==> src/rtl/mips_pkg.sv <==
// Shared definitions for the MIPS pipeline control logic: forwarding
// select encodings, sequencing FSM states and the default halt code.
package mips_pkg;

  // Operand source selects driven to the EX-stage operand muxes
  localparam logic [1:0] FWD_RF  = 2'd0;
  localparam logic [1:0] FWD_MEM = 2'd1;
  localparam logic [1:0] FWD_WB  = 2'd2;

  // Sequencing FSM: normal execution or halted on a syscall
  typedef enum logic {
    ST_RUN  = 1'b0,
    ST_HALT = 1'b1
  } state_t;

  // v0 value that turns an EX-stage syscall into a halt request
  localparam logic [31:0] HALT_CODE_DEF = 32'd10;

endpackage

==> src/rtl/fwd_unit.sv <==
// Forwarding compare for a single source operand. The youngest producer
// (MEM) wins over WB; register 0 is hard-wired and never forwards.
module fwd_unit
  import mips_pkg::*;
(
  input  logic [4:0] idx,
  input  logic [4:0] mem_dst,
  input  logic       mem_we,
  input  logic [4:0] wb_dst,
  input  logic       wb_we,
  output logic [1:0] sel
);

  // Priority compare: MEM first, then WB, else read the register file
  always_comb begin
    sel = FWD_RF;
    if (idx != 5'd0) begin
      if (mem_we && (mem_dst == idx)) begin
        sel = FWD_MEM;
      end else if (wb_we && (wb_dst == idx)) begin
        sel = FWD_WB;
      end
    end
  end

endmodule

==> src/rtl/pipe_hazard_ctrl.sv <==
// Pipeline sequencing controller: operand forwarding, load-use stalls,
// taken-branch flushes, syscall halt FSM and display statistics.
module pipe_hazard_ctrl
  import mips_pkg::*;
#(
  parameter logic [31:0] HALT_CODE = HALT_CODE_DEF,
  parameter int unsigned CNT_W     = 32
) (
  input  logic             clk,
  input  logic             rst,
  input  logic [4:0]       id_r1_pos,
  input  logic [4:0]       id_r2_pos,
  input  logic             id_use_r1,
  input  logic             id_use_r2,
  input  logic [4:0]       ex_dst,
  input  logic             ex_we,
  input  logic             ex_mem_read,
  input  logic [4:0]       mem_dst,
  input  logic             mem_we,
  input  logic [4:0]       wb_dst,
  input  logic             wb_we,
  input  logic             ex_branch_taken,
  input  logic             ex_syscall,
  input  logic [31:0]      ex_v0,
  input  logic             go,
  output logic [1:0]       fwd_a,
  output logic [1:0]       fwd_b,
  output logic             pc_en,
  output logic             if_id_en,
  output logic             id_ex_flush,
  output logic             if_id_flush,
  output logic             pipe_freeze,
  output logic             halted,
  output logic [CNT_W-1:0] cycle_cnt,
  output logic [CNT_W-1:0] stall_cnt,
  output logic [CNT_W-1:0] flush_cnt
);

  state_t            state_reg, state_next;
  logic              resume_mask_reg, resume_mask_next;
  logic [CNT_W-1:0]  cycle_cnt_reg, stall_cnt_reg, flush_cnt_reg;

  logic [4:0]        src_idx [2];
  logic [1:0]        src_sel [2];

  logic              lu;
  logic              running;
  logic              branch_eff;
  logic              stall_eff;
  logic              halt_req;

  assign src_idx[0] = id_r1_pos;
  assign src_idx[1] = id_r2_pos;

  // One forwarding comparator per source operand (rs, rt)
  generate
    for (genvar gi = 0; gi < 2; gi++) begin : g_fwd
      fwd_unit u_fwd (
        .idx     (src_idx[gi]),
        .mem_dst (mem_dst),
        .mem_we  (mem_we),
        .wb_dst  (wb_dst),
        .wb_we   (wb_we),
        .sel     (src_sel[gi])
      );
    end
  endgenerate

  assign fwd_a = src_sel[0];
  assign fwd_b = src_sel[1];

  // Hazard qualification: a taken branch squashes the ID instruction, so
  // it cancels any load-use stall; the mask suppresses the still-present
  // syscall for the single cycle after a resume.
  always_comb begin
    lu = ex_mem_read && ex_we && (ex_dst != 5'd0) &&
         ((id_use_r1 && (ex_dst == id_r1_pos)) ||
          (id_use_r2 && (ex_dst == id_r2_pos)));
    running    = (state_reg == ST_RUN);
    branch_eff = running && ex_branch_taken;
    stall_eff  = running && lu && !ex_branch_taken;
    halt_req   = running && !resume_mask_reg && ex_syscall &&
                 (ex_v0 == HALT_CODE);
  end

  // FSM next state and pipeline control outputs
  always_comb begin
    state_next       = state_reg;
    resume_mask_next = 1'b0;
    pc_en            = 1'b1;
    if_id_en         = 1'b1;
    id_ex_flush      = 1'b0;
    if_id_flush      = 1'b0;
    pipe_freeze      = 1'b0;
    halted           = 1'b0;
    case (state_reg)
      ST_RUN: begin
        if (stall_eff) begin
          pc_en       = 1'b0;
          if_id_en    = 1'b0;
          id_ex_flush = 1'b1;
        end
        if (branch_eff) begin
          if_id_flush = 1'b1;
          id_ex_flush = 1'b1;
        end
        if (halt_req) begin
          pc_en      = 1'b0;
          if_id_en   = 1'b0;
          state_next = ST_HALT;
        end
      end
      ST_HALT: begin
        pc_en       = 1'b0;
        if_id_en    = 1'b0;
        pipe_freeze = 1'b1;
        halted      = 1'b1;
        if (go) begin
          state_next       = ST_RUN;
          resume_mask_next = 1'b1;
        end
      end
      default: begin
        state_next = ST_RUN;
      end
    endcase
  end

  // State, resume mask and statistics counters (frozen while halted)
  always_ff @(posedge clk) begin
    if (rst) begin
      state_reg       <= ST_RUN;
      resume_mask_reg <= 1'b0;
      cycle_cnt_reg   <= '0;
      stall_cnt_reg   <= '0;
      flush_cnt_reg   <= '0;
    end else begin
      state_reg       <= state_next;
      resume_mask_reg <= resume_mask_next;
      if (running) begin
        cycle_cnt_reg <= cycle_cnt_reg + CNT_W'(1);
      end
      if (stall_eff) begin
        stall_cnt_reg <= stall_cnt_reg + CNT_W'(1);
      end
      if (branch_eff) begin
        flush_cnt_reg <= flush_cnt_reg + CNT_W'(1);
      end
    end
  end

  assign cycle_cnt = cycle_cnt_reg;
  assign stall_cnt = stall_cnt_reg;
  assign flush_cnt = flush_cnt_reg;

endmodule

==> config.mk <==
export PLATFORM = sky130hd
export DESIGN_NAME = pipe_hazard_ctrl
export DESIGN_NICKNAME = d
export VERILOG_FILES = /design/src/rtl/mips_pkg.sv /design/src/rtl/fwd_unit.sv /design/src/rtl/pipe_hazard_ctrl.sv
export SDC_FILE = /design/constraint.sdc
export NUM_CORES = 1
export LEC_CHECK = 0
export CORE_MARGIN = 2
export CORE_UTILIZATION = 50
export DETAILED_ROUTE_END_ITERATION = 10
export PLACE_DENSITY_LB_ADDON = 0.08
export SETUP_SLACK_MARGIN = 0.02
export SLEW_MARGIN = 20
export SYNTH_ARGS = -nofsm -noshare
export SYNTH_HDL_FRONTEND = slang
export SYNTH_SLANG_ARGS = --single-unit
==> constraint.sdc <==
create_clock -name clk -period 5 [get_ports clk]
set_input_delay 0.75 -clock clk [delete_from_list [all_inputs] [get_ports clk]]
set_output_delay 0.75 -clock clk [all_outputs]
set_load 0.05 [all_outputs]
After elaboration in Yosys (flattened, before gate mapping):

Cells that the tools add are included.
W data, S select, Z words.

* memories: 0
* input bits: 68
* flip-flop bits (word level): 98
* word-level logic and storage cells: 57
* memory bits (writable): 0
* ROM bits: 0
* bits in latches: 0

* multipliers: 0
* add/subtract/negate cells: 3
* muxes and demuxes: 19
* shift-type cells: 0
* divide/modulo/power cells: 0
* bitwise operators: 1
* reductions and logical operators: 22
* magnitude comparators: 0
* equality and inequality tests: 7

Operators with widths (number)
* $add A32 B1 Y32 const B: 3
* $eq A32 B4 Y1 const B: 1
* $eq A5 B5 Y1: 6
* $logic_and A1 B1 Y1: 15
* $reduce_bool A5 Y1: 3
* $mux W2: 6
* $mux W1: 11
* $pmux W1 S2: 2
* $logic_not A1 Y1: 2
* $reduce_or A2 Y1: 1
* $logic_or A1 B1 Y1: 1
* $not A1 Y1: 1

Logic depth before layout (Yosys ltp):

Gate-level depths: netlist of the first run.

* depth after elaboration: 9
* depth in mapped cells: 9

Modules after synthesis:

Synthesis of the first run repeated with hierarchy kept, for this count alone.

* cells, all modules: 627
* area total of the unflattened synthesis: 5196.2 um^2

Modules (own cells, without submodules)
* pipe_hazard_ctrl: cells each 591, sequential area each 1961.9 um^2, instances 1, area an instance 4926.0 um^2
* fwd_unit: cells each 18, sequential area each 0.0 um^2, instances 2, area an instance 135.1 um^2

Worst setup path before layout of the first run:

OpenSTA, ideal clock, no wires.

* path type: in2out
* from: input ex_dst[1]
* to: output pc_en
* required time: 4250 ps
* arrival time: 3461 ps
* cell stages on the path: 7
* path slack: 789 ps
* path through: or4_1 -> o21ai_1 -> or2_2 -> clkbuf_1 -> nor2_1 -> nor3_1 -> buf_4

* longest elaborated chain between the ends: 9

Ends and longest elaborated chain
* from (decl): RTL line pipe_hazard_ctrl.sv:15 `input logic [4:0] ex_dst,`
* $eq A5 B5 Y1 (on tied branches): RTL line pipe_hazard_ctrl.sv:77, pipe_hazard_ctrl.sv:78
* $logic_and A1 B1 Y1 (on tied branches): RTL line pipe_hazard_ctrl.sv:77, pipe_hazard_ctrl.sv:78
* $logic_or A1 B1 Y1: RTL line pipe_hazard_ctrl.sv:77 `((id_use_r1 && (ex_dst == id_r1_pos)) ||`
* $logic_and A1 B1 Y1 (*): RTL line pipe_hazard_ctrl.sv:76 `lu = ex_mem_read && ex_we && (ex_dst != 5'd0) &&`
* $logic_and A1 B1 Y1 (*) (2 in series): RTL line pipe_hazard_ctrl.sv:81 `stall_eff = running && lu && !ex_branch_taken;`
* $mux W1 (*) (2 in series)
* $pmux W1 S2 (*)
* to (decl): RTL line pipe_hazard_ctrl.sv:28 `output logic pc_en,`

Mark *: on every way between the ends. The rest lies on a longest branch, timed or not.

Worst setup path after layout of the first run:

* from: input ex_dst[1]
* to: output if_id_en

* longest elaborated chain between the ends: 9

Ends and longest elaborated chain
* $eq A5 B5 Y1 (on tied branches): RTL line pipe_hazard_ctrl.sv:77, pipe_hazard_ctrl.sv:78
* $logic_and A1 B1 Y1 (on tied branches): RTL line pipe_hazard_ctrl.sv:77, pipe_hazard_ctrl.sv:78
* $logic_or A1 B1 Y1: RTL line pipe_hazard_ctrl.sv:77
* $logic_and A1 B1 Y1 (*): RTL line pipe_hazard_ctrl.sv:76
* $logic_and A1 B1 Y1 (*) (2 in series): RTL line pipe_hazard_ctrl.sv:81
* $mux W1 (*): RTL line pipe_hazard_ctrl.sv:98 `if (stall_eff) begin`
* $mux W1 (*): RTL line pipe_hazard_ctrl.sv:107 `if (halt_req) begin`
* $pmux W1 S2 (*): RTL line pipe_hazard_ctrl.sv:96 `case (state_reg)`
* to (decl): RTL line pipe_hazard_ctrl.sv:29 `output logic if_id_en,`

Marks and branches as above.

==> run summary, run 1 <==
Summing all multi-input logic gate instances after layout gives 0.00296 mm^2. The congestion estimate from routability-driven global placement came to 0.913. The final number of hold-violating endpoints was 0; the final critical-path required period was 4.42 ns. The tree is rooted in a sky130_fd_sc_hd__clkbuf_8.

The tools report the type of destination of the critical path as an output pin. TritonCTS built the clock tree. STA puts the critical path data required time at 4.25 ns. The routed length per instance was 15.5 um; the synthesized netlist net count was 679.

Setup repair after global routing left no endpoint under its margin. Once the clock tree was built, the resizer swapped 0 gates to a different size. For this run, design rule violations remaining after detail routing come to 0. The number of nets at the end of the flow came out at 831. Most common flop cell mapped by yosys: sky130_fd_sc_hd__dfxtp_1. Summed over all layers, the global routing overflow is 0.

Buffers added to address setup during post-CTS repair amount to 0. For this run, the detailed router's first-pass iteration total came to 4. For the pin with the worst max-slew slack, the measured transition is 0.918 ns. The first global-routing pass estimated 23,000 um of wire. The number of input and output port buffers inserted was 173; the area taken by flip-flops and latches was 0.00196 mm^2. Most common cell after layout, fill and taps aside: sky130_fd_sc_hd__clkdlybuf4s50_1. In the final timing run, aggregate negative setup slack is 0 ns. The clock edge transition at the registers on the reported setup and hold paths is 0.10 ns, and the overall via count from detail_route is 5,065. Share of the cycle needed by the critical path after routing: 0.884. Setup violations remaining at the end of the flow were counted as 0. In this run, CTS created clock tree buffers numbering 9.

The number of warnings printed during yosys synthesis is 0, and the I/O pin count is 174. The width of the die is 105 um. The logs give 0.388 for the headroom to the max-slew limit and 0.226 GHz for the maximum clock rate.

Share of flip-flops with an asynchronous set or reset after synthesis: 0. After synthesis, the netlist uses 49 different library cells. In this run the worst hold path is classified as register to register.

The floorplan step defined a die boundary enclosing 0.0111 mm^2. Summing internal, switching and leakage power gives 1.43 mW. The top cell types in the final layout, fill and taps aside, are sky130_fd_sc_hd__clkdlybuf4s50_1 (172), sky130_fd_sc_hd__dfxtp_1 (98), sky130_fd_sc_hd__nor2_1 (73), sky130_fd_sc_hd__xnor2_1 (55), sky130_fd_sc_hd__a21oi_1 (36). The static leakage came out at 2.21 nW.

The worst voltage drop across the vdd grid came out at 0.152 mV. The class of the most critical setup path was input pin to output pin. The mean instance size in the synthesized netlist is 8.43 um^2, and the site row count is 36. The synthesized design contains 0 enable-type register cells. The signed area change from the synthesized netlist to the final layout was 38.0%; the max-slew violation total from the final report was 0. Summed over all layers, the routed wires come to 13,900 um. Counting every sink on the clock net gives 98. The critical path data arrival time is 3.67 ns.

The y dimension of the die is 105 um. Element type at the critical path start: an input pin. Counting flops and latches in the post-synthesis netlist gives 98. The tools report the aggregate global-route resource usage as 0.249. The effective utilization at floorplan came out at 0.520.

In this run the worst path has a maximum fanout of 8. The total power divided by cell area came out at 202 mW/mm^2. Number of global-route vias before repair: 4,741.

The count of routing violations after the opening detailed-route iteration is 216. Counting every instance in the synthesized netlist gives 608. The initial antenna violation count is 0. After detailed routing, the number of vias per cell comes to 5.64. The longest clock path from root to sink contains 2 buffers. The detail route stage leaves a number of antenna-violating nets equal to 0.

Total of fill cells in the finished design: 781. The flow ran to the end, and the final reports show no timing, DRC or antenna violations. The later pin in the worst-skew pair is clocked with a latency of 0.36 ns. Entering global routing, the biggest net connects 63 pins. 0 antenna diodes ended up in the layout. Between clock sinks in the finished design, the worst skew comes to 0.0177 ns. The logs give 10,100 um for the sum of net half-perimeters after detailed placement and 0.00986 mm^2 for the area of the placeable core. The netlist area before placement is 0.00512 mm^2.

For the number of hold buffers added after cts, the log shows 0. The logs give 0 for the number of violations of the max-capacitance limit and 0.383 for the portion of the post-synthesis area used by sequential elements. The fraction of layout cells with a size suffix above 1 is 0.0418, and the number of H-tree levels is 3.
-- kinds of logic (layout without fill, tap and decap cells) --
logic type	after synthesis	count (layout)	synth area share
buf+inv	50	207	0.0432
mux	2	2	0.00391
compound gates	78	78	0.0925
simple gates	290	290	0.322
fa+ha+maj	3	3	0.00732
xor+xnor	87	87	0.149
flops	98	98	0.383
-- cells in the mapped netlist (2+ instances only) --
cell type	instances	area [um^2]
sky130_fd_sc_hd__inv_1	15	56.3
sky130_fd_sc_hd__and4b_1	2	20.0
sky130_fd_sc_hd__and3b_1	3	26.3
sky130_fd_sc_hd__nor4b_1	5	43.8
sky130_fd_sc_hd__and2_1	4	25.0
sky130_fd_sc_hd__buf_4	3	22.5
sky130_fd_sc_hd__ha_1	3	37.5
sky130_fd_sc_hd__nand3_1	30	150
sky130_fd_sc_hd__buf_1	2	7.51
sky130_fd_sc_hd__nor2b_1	3	18.8
sky130_fd_sc_hd__nor2_1	73	274
sky130_fd_sc_hd__xor2_1	32	280
sky130_fd_sc_hd__or3_1	9	56.3
sky130_fd_sc_hd__nand2_1	28	105
sky130_fd_sc_hd__or4_1	32	240
sky130_fd_sc_hd__xnor2_1	55	482
sky130_fd_sc_hd__nor4_2	2	25.0
sky130_fd_sc_hd__nand4_1	20	125
sky130_fd_sc_hd__nand2b_1	3	18.8
sky130_fd_sc_hd__buf_2	11	55.1
sky130_fd_sc_hd__or2_2	5	31.3
sky130_fd_sc_hd__o31ai_1	28	210
sky130_fd_sc_hd__mux2i_1	2	20.0
sky130_fd_sc_hd__and3_1	9	56.3
sky130_fd_sc_hd__nor3_1	25	125
sky130_fd_sc_hd__a21oi_1	36	180
sky130_fd_sc_hd__and4_1	9	78.8
sky130_fd_sc_hd__o21ai_0	8	40.0
sky130_fd_sc_hd__dfxtp_1	98	1960
sky130_fd_sc_hd__clkbuf_1	17	63.8
sky130_fd_sc_hd__nor4_1	18	113
-- stage by stage --
step | hold slack (ns) | instances | area, um^2 | util | setup WS [ns]
after floorplan | 0.639 | 608 | 5120 | - | 0.789
after global placement | 0.462 | 882 | 6890 | 0.699 | 0.632
after detailed placement | 0.470 | 882 | 6890 | 0.699 | 0.607
after CTS | 0.485 | 898 | 7070 | 0.717 | 0.591
after global routing | 0.518 | 898 | 7070 | 0.717 | 0.413
final | 0.483 | 898 | 7070 | 0.717 | 0.578
-- metal layers --
| layer | track usage | up-vias | routed length, um |
|---|---|---|---|
| li1 | - | 2500 | - |
| met1 | 0.320 | 2394 | 6100 |
| met2 | 0.416 | 158 | 6770 |
| met3 | 0.0569 | 13 | 870 |
| met4 | 0.0733 | 0 | 179 |
| met5 | 0 | - | 0 |
-- critical path, cell delays in order --
cell,delay [ns]
sky130_fd_sc_hd__clkdlybuf4s50_1,0.49
sky130_fd_sc_hd__or4_1,0.61
sky130_fd_sc_hd__o21ai_1,0.36
sky130_fd_sc_hd__or2_2,0.26
sky130_fd_sc_hd__nor2_1,0.09
sky130_fd_sc_hd__nor3_1,0.25
sky130_fd_sc_hd__clkdlybuf4s50_1,0.86
-- cell type report --
| type | count | share of cell area |
|---|---|---|
| Clock buffer | 9 | 0.0175 |
| Sequential cell | 98 | 0.277 |
| Timing Repair Buffer | 176 | 0.247 |
| Tap cell | 133 | 0.0235 |
| Inverter | 15 | 0.00796 |
| Multi-Input combinational cell | 460 | 0.418 |
| Clock inverter | 7 | 0.00796 |
-- final timing paths --
| kind | startpoint | endpoint | slack, ns | depth (start not counted) |
|---|---|---|---|---|
| max | ex_dst[1] | if_id_en | 0.58 | 7 |
| min | stall_cnt[31]$_SDFFE_PP0P_ | stall_cnt[31]$_SDFFE_PP0P_ | 0.48 | 2 |
| max reg2reg | state_reg$_SDFF_PP0_ | flush_cnt[21]$_SDFFE_PP0P_ | 2.45 | 5 |
| min reg2reg | stall_cnt[31]$_SDFFE_PP0P_ | stall_cnt[31]$_SDFFE_PP0P_ | 0.48 | 2 |
-- power by group --
part / total, mW / leakage (nW) / internal (mW) / switching [mW]
clock network: 0.488 / 0.0967 / 0.190 / 0.298
logic: 0.152 / 1.32 / 0.0763 / 0.0759
registers: 0.788 / 0.790 / 0.784 / 0.00451
total: 1.43 / 2.21 / 1.05 / 0.378
(Power assumes the default switching activity.)
==> run 2, diff against run 1 <==
CORE_MARGIN = unset   (was 2)
==> run summary, run 2 (synthesized netlist as in run 1, its figures left out) <==
The worst setup skew after layout is 0.0158 ns (was 0.0177 ns). Number of violations of the max-capacitance limit: 0 (unchanged). The detail-routed via count per cell was 5.65 (was 5.64). The signed area change from the synthesized netlist to the final layout is 38.6% (was 38.0%). The class of the most critical setup path is input pin to output pin (unchanged). The final number of hold-violating endpoints was 0 (unchanged).

The count of antenna diodes in the layout was 0 (unchanged); the remaining number of nets flagged by the antenna check after routing was 0 (unchanged). The sum of net half-perimeters after detailed placement was 10,000 um (was 10,100 um). The root buffer cell was sky130_fd_sc_hd__clkbuf_8 (unchanged). The number of H-tree levels is 3 (unchanged), and the data required time at the worst endpoint is 4.25 ns (about the same). The run gives 0 ns (unchanged) as the aggregate negative setup slack.

Commonest cells after routing, fill and taps aside: sky130_fd_sc_hd__clkdlybuf4s50_1 (170), sky130_fd_sc_hd__dfxtp_1 (98), sky130_fd_sc_hd__nor2_1 (73), sky130_fd_sc_hd__xnor2_1 (55), sky130_fd_sc_hd__a21oi_1 (36) (was sky130_fd_sc_hd__clkdlybuf4s50_1 (172), sky130_fd_sc_hd__dfxtp_1 (98), sky130_fd_sc_hd__nor2_1 (73), sky130_fd_sc_hd__xnor2_1 (55), sky130_fd_sc_hd__a21oi_1 (36)). The maximum clock rate came out at 0.251 GHz (was 0.226 GHz). The run gives 174 (unchanged) as the I/O pin count. Depth of the worst register-to-register path: 5 (unchanged). The clock edge transition at the registers on the reported setup and hold paths is 0.10 ns (about the same). The run gives 36 (unchanged) as the site row count. The final-report setup violation count is 0 (unchanged). For the total routed wirelength, the log shows 13,700 um (was 13,900 um). Worst min-delay path category: register to register (unchanged). The number of nets at the end of the flow was 831 (unchanged). The part of the total power dissipated in combinational logic was 0.102 (was 0.107); the fraction of layout cells with a size suffix above 1 was 0.0444 (was 0.0418). The logs give 9 (unchanged) for the number of buffers created by CTS and 2 (unchanged) for the worst-case clock buffer depth. The worst voltage drop across the vdd grid is 0.175 mV (was 0.152 mV), and the largest fanout on the critical path is 64 (was 8). The tools report the number of optimization iterations in the first detailed-route pass as 4 (unchanged).

TritonCTS built the clock tree. The number of input and output port buffers inserted was 173 (unchanged); the share of the cycle needed by the critical path after routing was 0.797 (was 0.884). Part of the power in registers: 0.529 (was 0.552).

For the max-slew violation total from the final report, the log shows 0 (unchanged). Share of power burned in the clock network: 0.369 (was 0.342). The flow ran to the end, and the final reports show no timing, DRC or antenna violations. The total power divided by cell area is 210 mW/mm^2 (was 202 mW/mm^2). The die area was 0.0107 mm^2 (was 0.0111 mm^2); the maximum number of pins on one net before global-route repair was 65 (was 63). Total of fill cells in the finished design: 802 (was 781).

Overall via count from detail_route: 5,074 (was 5,065). The first-pass GRT wire length was 21,900 um (was 23,000 um); the width of the die was 103 um (was 105 um). The tools report the net switching component of the power as 0.374 mW (was 0.378 mW). The run gives 0 (unchanged) as the number of gates resized after cts.

Element type at the critical path start: an input pin (unchanged). The number of cells on the worst hold path is 2 (unchanged), and the total internal power is 1.12 mW (was 1.05 mW). The logs give 98 (unchanged) for the clock sink count and 0 (unchanged) for the remaining design rule violation count.

The run gives 1.49 mW (was 1.43 mW) as the overall power of the completed layout. The count of routing violations after the opening detailed-route iteration came out at 152 (was 216). Setup repair after global routing left no endpoint under its margin.

Switching fraction of total power: 0.251 (was 0.265). The run gives 0.36 ns (about the same) as the clock latency at the later pin of the worst-skew pair. The routed length per instance is 15.3 um (was 15.5 um). The final weighted congestion in routability-driven placement was 0.782 (was 0.913).

The number of global-route vias before repair was 4,720 (was 4,741); the y dimension of the die was 103 um (was 105 um). The logs give 0 (unchanged) for the post-CTS repair timing setup buffer count and 0 (unchanged) for the aggregate global routing overflow. The critical path data arrival time was 3.23 ns (was 3.67 ns); the headroom to the max-slew limit was 0.301 (was 0.388). The actual transition at the worst max-transition pin is 1.05 ns (was 0.918 ns). Initial antenna violation count: 0 (unchanged). The final critical-path required period works out to 3.98 ns (was 4.42 ns). The logs give 0.00986 mm^2 (unchanged) for the area of the placeable core and 0.520 (unchanged) for the effective utilization at floorplan. Type of destination of the critical path: an output pin (unchanged). Aggregate global-route resource usage: 0.259 (was 0.249).

The run gives 0 (unchanged) as the number of hold buffers added after cts. Most common cell after layout, fill and taps aside: sky130_fd_sc_hd__clkdlybuf4s50_1 (unchanged). For the fraction of the core area covered by cells at the end of the flow, the log shows 0.720 (was 0.717). The tools report the static leakage as 2.22 nW (was 2.21 nW).
## run 2: per-stage QoR
stage | setup WS (ns) | instances | area, um^2 | hold WS [ns]
CTS | 1.03 | 898 | 7100 | 0.505
detailed placement | 1.04 | 882 | 6890 | 0.489
finish | 1.02 | 898 | 7100 | 0.503
global placement | 1.09 | 882 | 6890 | 0.462
global route | 0.902 | 898 | 7100 | 0.520
floorplan | 0.789 | 608 | 5120 | 0.639
## run 2: worst max-delay path, stage by stage
cell	delay (ns)
sky130_fd_sc_hd__clkdlybuf4s50_1	0.61
sky130_fd_sc_hd__xor2_1	0.21
sky130_fd_sc_hd__nor4_1	0.11
sky130_fd_sc_hd__a32oi_4	0.25
sky130_fd_sc_hd__buf_4	0.50
sky130_fd_sc_hd__nor2_1	0.12
sky130_fd_sc_hd__nor3_1	0.38
sky130_fd_sc_hd__buf_4	0.29
## run 2: final timing paths
path              slack, ns                       start                    endpoint
setup reg to reg       2.41        state_reg$_SDFF_PP0_  flush_cnt[31]$_SDFFE_PP0P_
setup / recovery       1.02                id_r2_pos[2]                    if_id_en
hold reg to reg        0.50  stall_cnt[29]$_SDFFE_PP0P_  stall_cnt[29]$_SDFFE_PP0P_
hold / removal         0.50  stall_cnt[29]$_SDFFE_PP0P_  stall_cnt[29]$_SDFFE_PP0P_
## run 2: layout make-up
cell class | count | area [um^2] | area share
Sequential cell | 98 | 1960 | 0.276
Tap cell | 133 | 166 | 0.0234
Clock buffer | 10 | 138 | 0.0194
Timing Repair Buffer | 176 | 1740 | 0.246
Clock inverter | 6 | 77.6 | 0.0109
Inverter | 15 | 56.3 | 0.00793
Multi-Input combinational cell | 460 | 2960 | 0.417
## run 2: layer usage
layer / track usage / vias to the layer above / wire length, um
met5: 0 / - / 0
li1: - / 2499 / -
met4: 0.0780 / 0 / 252
met1: 0.301 / 2394 / 5770
met2: 0.457 / 161 / 6680
met3: 0.0806 / 20 / 1040
## run 2: power by group through the flow
stage	clock network [mW]	logic (mW)	registers, mW
after global placement	0	0.148	0.806
after detailed placement	0	0.151	0.806
after global routing	0.599	0.162	0.789
final	0.549	0.153	0.788
after floorplan	0	0.0540	0.819
after CTS	0.562	0.152	0.788
==> run 3, diff against run 2 <==
CORE_UTILIZATION = 42   (was 50)
clock period = 3.2 ns   (was 5 ns; I/O delays follow)
==> run summary, run 3 (synthesized netlist as in run 1, its figures left out) <==
The flow ran to the end, and the final reports show no timing, DRC or antenna violations. The headroom to the max-slew limit came out at 0.320 (was 0.301). The logs give 0 (unchanged) for the final number of hold-violating endpoints and 0.00699 mm^2 (was 0.00689 mm^2) for the post-detailed-placement cell area. The logs give 23,400 um (was 21,900 um) for the first-pass GRT wire length and 913 (was 898) for the non-filler instance count after layout. For the die area, the log shows 0.0126 mm^2 (was 0.0107 mm^2).

The tools report the type of destination of the critical path as an output pin (unchanged). The logs give 0.492 (was 0.529) for the part of the power in registers and 0 (unchanged) for the remaining design rule violation count. The number of optimization iterations in the first detailed-route pass is 5 (was 4), and the effective utilization at floorplan is 0.439 (was 0.520). The logs give 0.604 mW (was 0.374 mW) for the net switching component of the power and 836 (was 831) for the number of nets at the end of the flow.

The multi-input logic area came out at 0.00297 mm^2 (was 0.00296 mm^2). The worst flop-to-flop path startpoint was cycle_cnt[8]$_SDFFE_PP0N_ (was state_reg$_SDFF_PP0_). The tools report the number of H-tree levels as 3 (unchanged). Initial antenna violation count: 0 (unchanged). The capture instance of the worst register-to-register path was cycle_cnt[29]$_SDFFE_PP0N_ (was flush_cnt[31]$_SDFFE_PP0P_). The run gives 0.198 ns (was 1.02 ns) as the worst setup slack after layout. Worst min-delay path category: register to register (unchanged).

The tools report the number of global-route vias before repair as 4,810 (was 4,720). The run gives 0.35 ns (was 0.36 ns) as the clock latency at the later pin of the worst-skew pair. The clock edge transition at the registers on the reported setup and hold paths is 0.07 ns (was 0.10 ns), and the aggregate global routing overflow is 0 (unchanged). The width of the die is 112 um (was 103 um), and the static leakage is 2.30 nW (was 2.22 nW). For the finished layout, the period the worst path requires is 3.00 ns. The maximum clock rate is 0.333 GHz. The share of the cycle needed by the critical path after routing works out to 0.938. The remaining number of nets flagged by the antenna check after routing was 0 (unchanged). The largest incremental delay on the critical path came out at 0.58 ns (was 0.61 ns).

The sink of the worst hold path was stall_cnt[31]$_SDFFE_PP0P_ (was stall_cnt[29]$_SDFFE_PP0P_). Signed area change from the synthesized netlist to the final layout: 41.8% (was 38.6%). The overall via count from detail_route was 5,093 (was 5,074); the y dimension of the die was 112 um (was 103 um). Commonest cells after routing, fill and taps aside: sky130_fd_sc_hd__clkdlybuf4s50_1 (164), sky130_fd_sc_hd__dfxtp_1 (98), sky130_fd_sc_hd__nor2_1 (73), sky130_fd_sc_hd__xnor2_1 (55), sky130_fd_sc_hd__a21oi_1 (36) (was sky130_fd_sc_hd__clkdlybuf4s50_1 (170), sky130_fd_sc_hd__dfxtp_1 (98), sky130_fd_sc_hd__nor2_1 (73), sky130_fd_sc_hd__xnor2_1 (55), sky130_fd_sc_hd__a21oi_1 (36)). The total of fill cells in the finished design was 1,038 (was 802); the final design instance area without fill was 0.00727 mm^2 (was 0.00710 mm^2).

For the number of violations of the max-capacitance limit, the log shows 0 (unchanged). The aggregate negative setup slack is 0 ns (unchanged). The family of cells with the greatest summed delay on the critical path was simple AND/OR/NAND/NOR gates (was buffers and inverters).

Final weighted congestion in routability-driven placement: 0.843 (was 0.782). The actual transition at the worst max-transition pin came out at 1.02 ns (was 1.05 ns). The logs give 0.88 ns (was 2.41 ns) for the slack of the worst reg-to-reg path and 0.097 (was 0.102) for the part of the total power dissipated in combinational logic.

I/O pin count: 174 (unchanged). The max-slew violation total from the final report came out at 0 (unchanged). The tools report the final-report setup violation count as 0 (unchanged).

Critical path data arrival time: 2.52 ns (was 3.23 ns). The worst-case clock buffer depth is 2 (unchanged), and the routed length per instance is 15.3 um (about the same). The worst voltage drop across the vdd grid is 0.296 mV (was 0.175 mV).

The share of power burned in the clock network is 0.411 (was 0.369), and the detail-routed via count per cell is 5.58 (was 5.65). The total internal power was 1.90 mW (was 1.12 mW); the data required time at the worst endpoint was 2.72 ns (was 4.25 ns). The largest fanout on the critical path is 8 (was 64).

The number of buffers created by CTS was 9 (unchanged); the switching fraction of total power was 0.241 (was 0.251). The clock sink count was 98 (unchanged). TritonCTS built the clock tree. Cell Chain, Critical Path: clkdlybuf4s50_1 > or4_1 > o21ai_1 > or2_2 > nor2_1 > nor3_4 > buf_12 (was clkdlybuf4s50_1 > xor2_1 > nor4_1 > a32oi_4 > buf_4 > nor2_1 > nor3_1 > buf_4).

The number of cells on the worst hold path was 2 (unchanged); the post-CTS repair timing setup buffer count was 0 (unchanged). The number of input and output port buffers inserted was 173 (unchanged). The run gives 57 (was 65) as the maximum number of pins on one net before global-route repair. The root buffer cell was sky130_fd_sc_hd__clkbuf_16 (was sky130_fd_sc_hd__clkbuf_8). The tools report the worst slack after detailed placement as 0.228 ns (was 1.04 ns).

The fraction of layout cells with a size suffix above 1 is 0.0584 (was 0.0444). For the number of hold buffers added after cts, the log shows 0 (unchanged). The area taken by flip-flops and latches was 0.00196 mm^2 (unchanged); the count of buffering cells on the critical path with inverters included was 2 (was 3). The run gives 0.226 (was 0.259) as the aggregate global-route resource usage.

The cell count after placement was 897 (was 882). The class of the most critical setup path was input pin to output pin (unchanged). The site row count is 39 (was 36).

The depth of the worst register-to-register path is 5 (unchanged). The most common cell after layout, fill and taps aside was sky130_fd_sc_hd__clkdlybuf4s50_1 (unchanged). The library cell contributing the largest single delay on the critical path was sky130_fd_sc_hd__or4_1 (was sky130_fd_sc_hd__clkdlybuf4s50_1). Sum of net half-perimeters after detailed placement: 10,100 um (was 10,000 um).

The total routed wirelength was 13,900 um (was 13,700 um). The tools report the element type at the critical path start as an input pin (unchanged). Setup repair after global routing left no endpoint under its margin.

The tools report the startpoint of the tightest hold check path as stall_cnt[31]$_SDFFE_PP0P_ (was stall_cnt[29]$_SDFFE_PP0P_). The total power divided by cell area is 345 mW/mm^2 (was 210 mW/mm^2), and the number of gates resized after cts is 0 (unchanged). The count of routing violations after the opening detailed-route iteration came out at 251 (was 152).

The area of the placeable core is 0.0117 mm^2 (was 0.00986 mm^2). The worst setup skew after layout was 0.0129 ns (was 0.0158 ns). Count of antenna diodes in the layout: 0 (unchanged).
[run 3: changes by cell type in the layout (fill, tap and decap cells not counted), moves of 2 or more]
cell / before / now
sky130_fd_sc_hd__clkbuf_16: 0 / 9
sky130_fd_sc_hd__clkbuf_8: 10 / 1
sky130_fd_sc_hd__buf_4: 5 / 12
sky130_fd_sc_hd__clkdlybuf4s50_1: 170 / 164
sky130_fd_sc_hd__buf_12: 0 / 4
sky130_fd_sc_hd__inv_8: 2 / 0
[run 3: through the flow]
stage	hold WS, ns	utilization	total power, mW
2_1_floorplan	0.636	-	1.36
3_3_place_gp	0.468	0.599	1.50
3_5_place_dp	0.477	0.599	1.50
4_1_cts	0.484	0.623	2.54
5_1_grt	0.519	0.623	2.60
6_report	0.483	0.623	2.50
[run 3: worst max path at each step]
stage	from	to	slack (ns)	cells after the start
finish	ex_dst[1]	pc_en	0.20	7
global route	ex_dst[1]	pc_en	0.10	7
CTS	ex_dst[1]	pc_en	0.20	7
detailed placement	ex_dst[1]	pc_en	0.23	7
global placement	ex_dst[1]	pc_en	0.25	7
floorplan	ex_dst[1]	pc_en	0.23	7
[run 3: power by group through the flow]
stage	Combinational, mW	Clock, mW	Sequential (mW)
finish	0.242	1.03	1.23
global route	0.260	1.10	1.23
CTS	0.244	1.06	1.23
detailed placement	0.243	0	1.26
global placement	0.238	0	1.26
floorplan	0.0844	0	1.28
[run 3: tightest hold or removal path, stage by stage, from the launching register on]
cell and delay [ns]:
sky130_fd_sc_hd__dfxtp_1 0.32, sky130_fd_sc_hd__o31ai_1 0.06, sky130_fd_sc_hd__a21oi_1 0.05
[run 3: cell type report]
type | count | share of cell area
Clock buffer | 11 | 0.0334
Tap cell | 143 | 0.0246
Inverter | 15 | 0.00775
Multi-Input combinational cell | 460 | 0.409
Timing Repair Buffer | 181 | 0.250
Sequential cell | 98 | 0.270
Clock inverter | 5 | 0.00517
[run 3: routing by layer]
layer	global-route usage	share of wire
met5	0	0
met4	0.0658	0.013
met3	0.0616	0.059
met2	0.378	0.48
met1	0.287	0.44
